$ cat src/rtl/mult_sequencer.sv
// Control FSM for the shift-and-add multiplier: sequences operand load, conditional
// add and shift, drives the bit counter strobes and signals completion.
module mult_sequencer #(
    parameter int unsigned N  = 4,
    parameter int unsigned CW = 3
) (
    input  logic          clk,
    input  logic          reset,
    input  logic          START,
    input  logic          ABORT,
    input  logic          Q0,
    input  logic [CW-1:0] count,
    output logic          LOAD,
    output logic          RESET,
    output logic          ADD,
    output logic          SHIFT,
    output logic          DECREMENT,
    output logic          READY,
    output logic          DONE
);

    if (CW < $clog2(N + 1)) begin : g_cw_too_narrow
        $error("mult_sequencer: CW too narrow to hold N");
    end

    typedef enum logic [2:0] {
        S_IDLE,
        S_INIT,
        S_TEST,
        S_ADD,
        S_SHIFT,
        S_WAIT,
        S_CHECK,
        S_FIN
    } state_t;

    state_t state_q;
    state_t state_d;

    logic load_d;
    logic reset_cnt_d;
    logic add_d;
    logic shift_d;
    logic dec_d;
    logic ready_d;
    logic done_d;

    // Next state, then outputs decoded from it so the registered outputs track the state register
    always_comb begin
        state_d     = state_q;
        load_d      = 1'b0;
        reset_cnt_d = 1'b0;
        add_d       = 1'b0;
        shift_d     = 1'b0;
        dec_d       = 1'b0;
        ready_d     = 1'b0;
        done_d      = 1'b0;

        case (state_q)
            S_IDLE:  if (START) state_d = S_INIT;
            S_INIT:  state_d = S_TEST;
            S_TEST:  state_d = Q0 ? S_ADD : S_SHIFT;
            S_ADD:   state_d = S_SHIFT;
            S_SHIFT: state_d = S_WAIT;
            S_WAIT:  state_d = S_CHECK;
            S_CHECK: state_d = (count == '0) ? S_FIN : S_TEST;
            S_FIN:   state_d = S_IDLE;
            default: state_d = S_IDLE;
        endcase

        if (ABORT && (state_q != S_IDLE) && (state_q != S_FIN)) begin
            state_d = S_IDLE;
        end

        case (state_d)
            S_IDLE:  ready_d = 1'b1;
            S_INIT: begin
                load_d      = 1'b1;
                reset_cnt_d = 1'b1;
            end
            S_ADD:   add_d = 1'b1;
            S_SHIFT: begin
                shift_d = 1'b1;
                dec_d   = 1'b1;
            end
            S_FIN:   done_d = 1'b1;
            default: ;
        endcase
    end

    always_ff @(posedge clk) begin
        if (reset) begin
            state_q   <= S_IDLE;
            LOAD      <= 1'b0;
            RESET     <= 1'b0;
            ADD       <= 1'b0;
            SHIFT     <= 1'b0;
            DECREMENT <= 1'b0;
            READY     <= 1'b1;
            DONE      <= 1'b0;
        end else begin
            state_q   <= state_d;
            LOAD      <= load_d;
            RESET     <= reset_cnt_d;
            ADD       <= add_d;
            SHIFT     <= shift_d;
            DECREMENT <= dec_d;
            READY     <= ready_d;
            DONE      <= done_d;
        end
    end

endmodule

$ cat config.mk
export PLATFORM = sky130hd
export DESIGN_NAME = mult_sequencer
export DESIGN_NICKNAME = d
export VERILOG_FILES = /design/src/rtl/mult_sequencer.sv
export SDC_FILE = /design/constraint.sdc
export NUM_CORES = 1
export LEC_CHECK = 0
export CAP_MARGIN = 20
export CELL_PAD_IN_SITES_DETAIL_PLACEMENT = 0
export CELL_PAD_IN_SITES_GLOBAL_PLACEMENT = 1
export CORE_AREA = 2 2 39 41
export CTS_BUF_LIST = sky130_fd_sc_hd__clkbuf_4 sky130_fd_sc_hd__clkbuf_8
export CTS_CLUSTER_SIZE = 8
export DETAILED_ROUTE_END_ITERATION = 8
export DIE_AREA = 0 0 41 43
export GPL_TIMING_DRIVEN = 0
export HOLD_SLACK_MARGIN = 0.03
export PLACE_DENSITY_LB_ADDON = 0.25
export SYNTH_ARGS = -nofsm -noshare
export SYNTH_HDL_FRONTEND = slang
export SYNTH_SLANG_ARGS = --single-unit
$ cat constraint.sdc
create_clock -name clk -period 2.4 [get_ports clk]
set_input_delay 0.48 -clock clk [delete_from_list [all_inputs] [get_ports clk]]
set_output_delay 0.48 -clock clk [all_outputs]
set_load 0.03 [all_outputs]
==> metrics.txt, run 1 <==
status completed; Final Util 39.87%; Synth Cell Area 369.1 sq um; Final Hold Fails 0; Mapped Nets 46; Tcrit/Tclk final 74.93%; Worst Tran Pin Value 302.0 ps; Area Overhead vs Synth 49.49%; antenna violations before repair 0; CTS tree done; Seq/Total Area, Yosys 43.39%; crit-path max FO 2; setup total negative slack 0 ps; Resized cells post-CTS 0; Static Leak 0.2101 nW; Starting Density 26.67%; I/O Buffers 14; clock skew 3.426 ps; worst endpoint required time 1920 ps; commonest non-fill, non-tap cells in the layout clkdlybuf4s50_1 (14), dfxtp_1 (8), nor2_1 (6); slew margin rel. 79.80%; Die H 43 microns; Routed Antenna Nets 0; DRC 0; die area 1763 sq um; f_max 556.1 MHz; Cells on Worst Hold Path 2; largest net degree at the start of global routing 9; Layout Nets 65; Tot GR Track Use 11.36%; via count 315; Synth cell types 21; max-cap violation count 0; Synth Instances 38; most common cell after layout, fill and taps aside clkdlybuf4s50_1; H-Tree Depth 1; finished layout cell area 551.8 sq um; CP Capture Type output pin; cell area after placement 529.3 sq um; Syn. warnings 0; Peak VDD IR 146.8 uV; RSZ-0062 raised after global routing no; FF-to-FF path depth 4; Syn Area/Cell 9.713 sq um; non-filler cells, final 71; Hold Crit Class flop to flop; dpl ws 519.2 ps; top post-synthesis cells by area dfxtp_1 (43%), nor2_1 (6.1%), nor4_4 (5.8%); placed insts 68; final worst setup slack 601.7 ps; n_diodes 0; DIE WIDTH 41 microns; routability cong. 0.7889; Final min period 1798 ps; final number of setup-violating endpoints 0; Worst Hold Slack 664.6 ps; Via density 4.437; initial DRC count 1; share of cells above drive strength 1 18.18%; area leader, netlist dfxtp_1; Startpoint Class flop; fin. max-slew vios 0; Sink Count 8; Site Rows 14; total CTS buffers 3; #FFs+latches synth 8; final WL 691 microns; Max clock buf depth 2; Power, Total 0.3175 mW; drt wl/cell 9.732 microns; dpl hpwl 557.3 microns; grt total ovfl 0; number of iterations in the first detailed-routing pass 2; vias in the first global route 332; Clock Latency Late Sink 250 ps; I/O Pins 15; top cell type's share of synthesized area 43.39%; power per cell area 575.4 nW/um^2; first-pass GRT wire length 1352 microns; Post-CTS Repair Setup Buffers 0; CORE AREA 1384 sq um; CP arrival 1320 ps; root buffer selected by CTS clkbuf_4; Clock Pin Slew Worst Setup and Hold Paths 50 ps; hold buffer count at cts 0; Setup CP Type flop to output pin
-- flip-flops by register name, indices dropped and copies added (netlist names) --
name / count
state_q: 3
ADD: 1
DECREMENT: 1
DONE: 1
READY: 1
RESET: 1
-- power breakdown --
group	total, mW	internal [mW]	switching [mW]	leakage [nW]
Sequential	0.147	0.140	0.00627	0.0652
Clock	0.0986	0.0569	0.0417	0.0138
Combinational	0.0721	0.0371	0.0350	0.131
-- worst paths after layout --
check	startpoint	to	slack, ps
hold reg to reg	state_q[0]$_SDFF_PP0_	state_q[1]$_SDFF_PP0_	660
setup reg to reg	state_q[2]$_SDFF_PP0_	READY$_SDFF_PP1_	1000
setup / recovery	RESET$_SDFF_PP0_	RESET	600
hold / removal	state_q[0]$_SDFF_PP0_	state_q[1]$_SDFF_PP0_	660
-- critical path, cell delays in order, from the launching register on --
cell	delay, ps
dfxtp_1	320
buf_4	100
clkdlybuf4s50_1	650
-- cell type report --
class | count | area [sq um]
buffer | 2 | 15.01
clock buffer | 3 | 22.52
fill | 160 | 832.0
inverter | 1 | 3.754
multi-input combinational | 27 | 190.2
sequential | 8 | 160.2
tap | 16 | 20.02
timing repair buffer | 14 | 140.1
-- metal layers --
| metal | vias to the layer above | GRT usage, % | share of wire, % | wire length, microns |
|---|---|---|---|---|
| li1 | 169 | - | - | - |
| met1 | 139 | 16.13 | 48 | 331 |
| met2 | 7 | 14.06 | 49 | 341 |
| met3 | 0 | 3.141 | 2.6 | 18 |
| met4 | 0 | 8.000 | 0 | 0 |
| met5 | - | 0 | 0 | 0 |
-- cells by family after synthesis --
group	share of synthesized area [%]
simple gates	32.88
compound gates	18.64
flops	43.39
buf+inv	5.083
-- cell usage after synthesis --
cell and instances:
a211o_1 1, nor3_1 1, buf_4 2, o21ai_0 1, nor4_4 1, inv_1 1
nor4_1 1, nand2_1 1, nor2_1 6, and3b_1 1, nor2b_1 1, a21o_1 1
o21ai_2 1, dfxtp_1 8, o221a_2 1, nand2b_1 3, nor3b_2 1, a21oi_1 3
o22ai_2 1, or4b_1 1, and3_1 1
No activity file was read; power rests on OpenSTA's default activity.
==> run 2, diff against run 1 <==
Clock period 2.4 ns to 1.8 ns, I/O delays scaled along.
==> results of run 2 <==
Same layout as run 1 (identical final DEF). Status: completed.
Main changes from that run: setup slack after placement 519.2 ps -> 39.24 ps; setup slack after layout 601.7 ps -> 121.7 ps; register-to-register setup slack 1000 ps -> 400 ps; total power 0.3175 mW -> 0.4233 mW; worst IR drop on VDD 146.8 uV -> 195.8 uV
==> run 3, diff against run 2 <==
--- a/config.mk
+++ b/config.mk
@@ -6,5 +6,4 @@
 export NUM_CORES = 1
 export LEC_CHECK = 0
-export CAP_MARGIN = 20
 export CELL_PAD_IN_SITES_DETAIL_PLACEMENT = 0
 export CELL_PAD_IN_SITES_GLOBAL_PLACEMENT = 1
==> constraint.sdc (replaced) <==
create_clock -name clk -period 1.8 [get_ports clk]
set_input_delay 0.36 -clock clk [delete_from_list [all_inputs] [get_ports clk]]
set_output_delay 0.36 -clock clk [all_outputs]
set_load 0.02 [all_outputs]
==> results of run 3 <==
Same layout as run 1 (identical final DEF). Status: completed.
Main changes from that run: setup slack after placement 519.2 ps -> 39.24 ps; setup slack after layout 601.7 ps -> 188.4 ps; register-to-register setup slack 1000 ps -> 400 ps; total power 0.3175 mW -> 0.4167 mW; worst IR drop on VDD 146.8 uV -> 185.4 uV
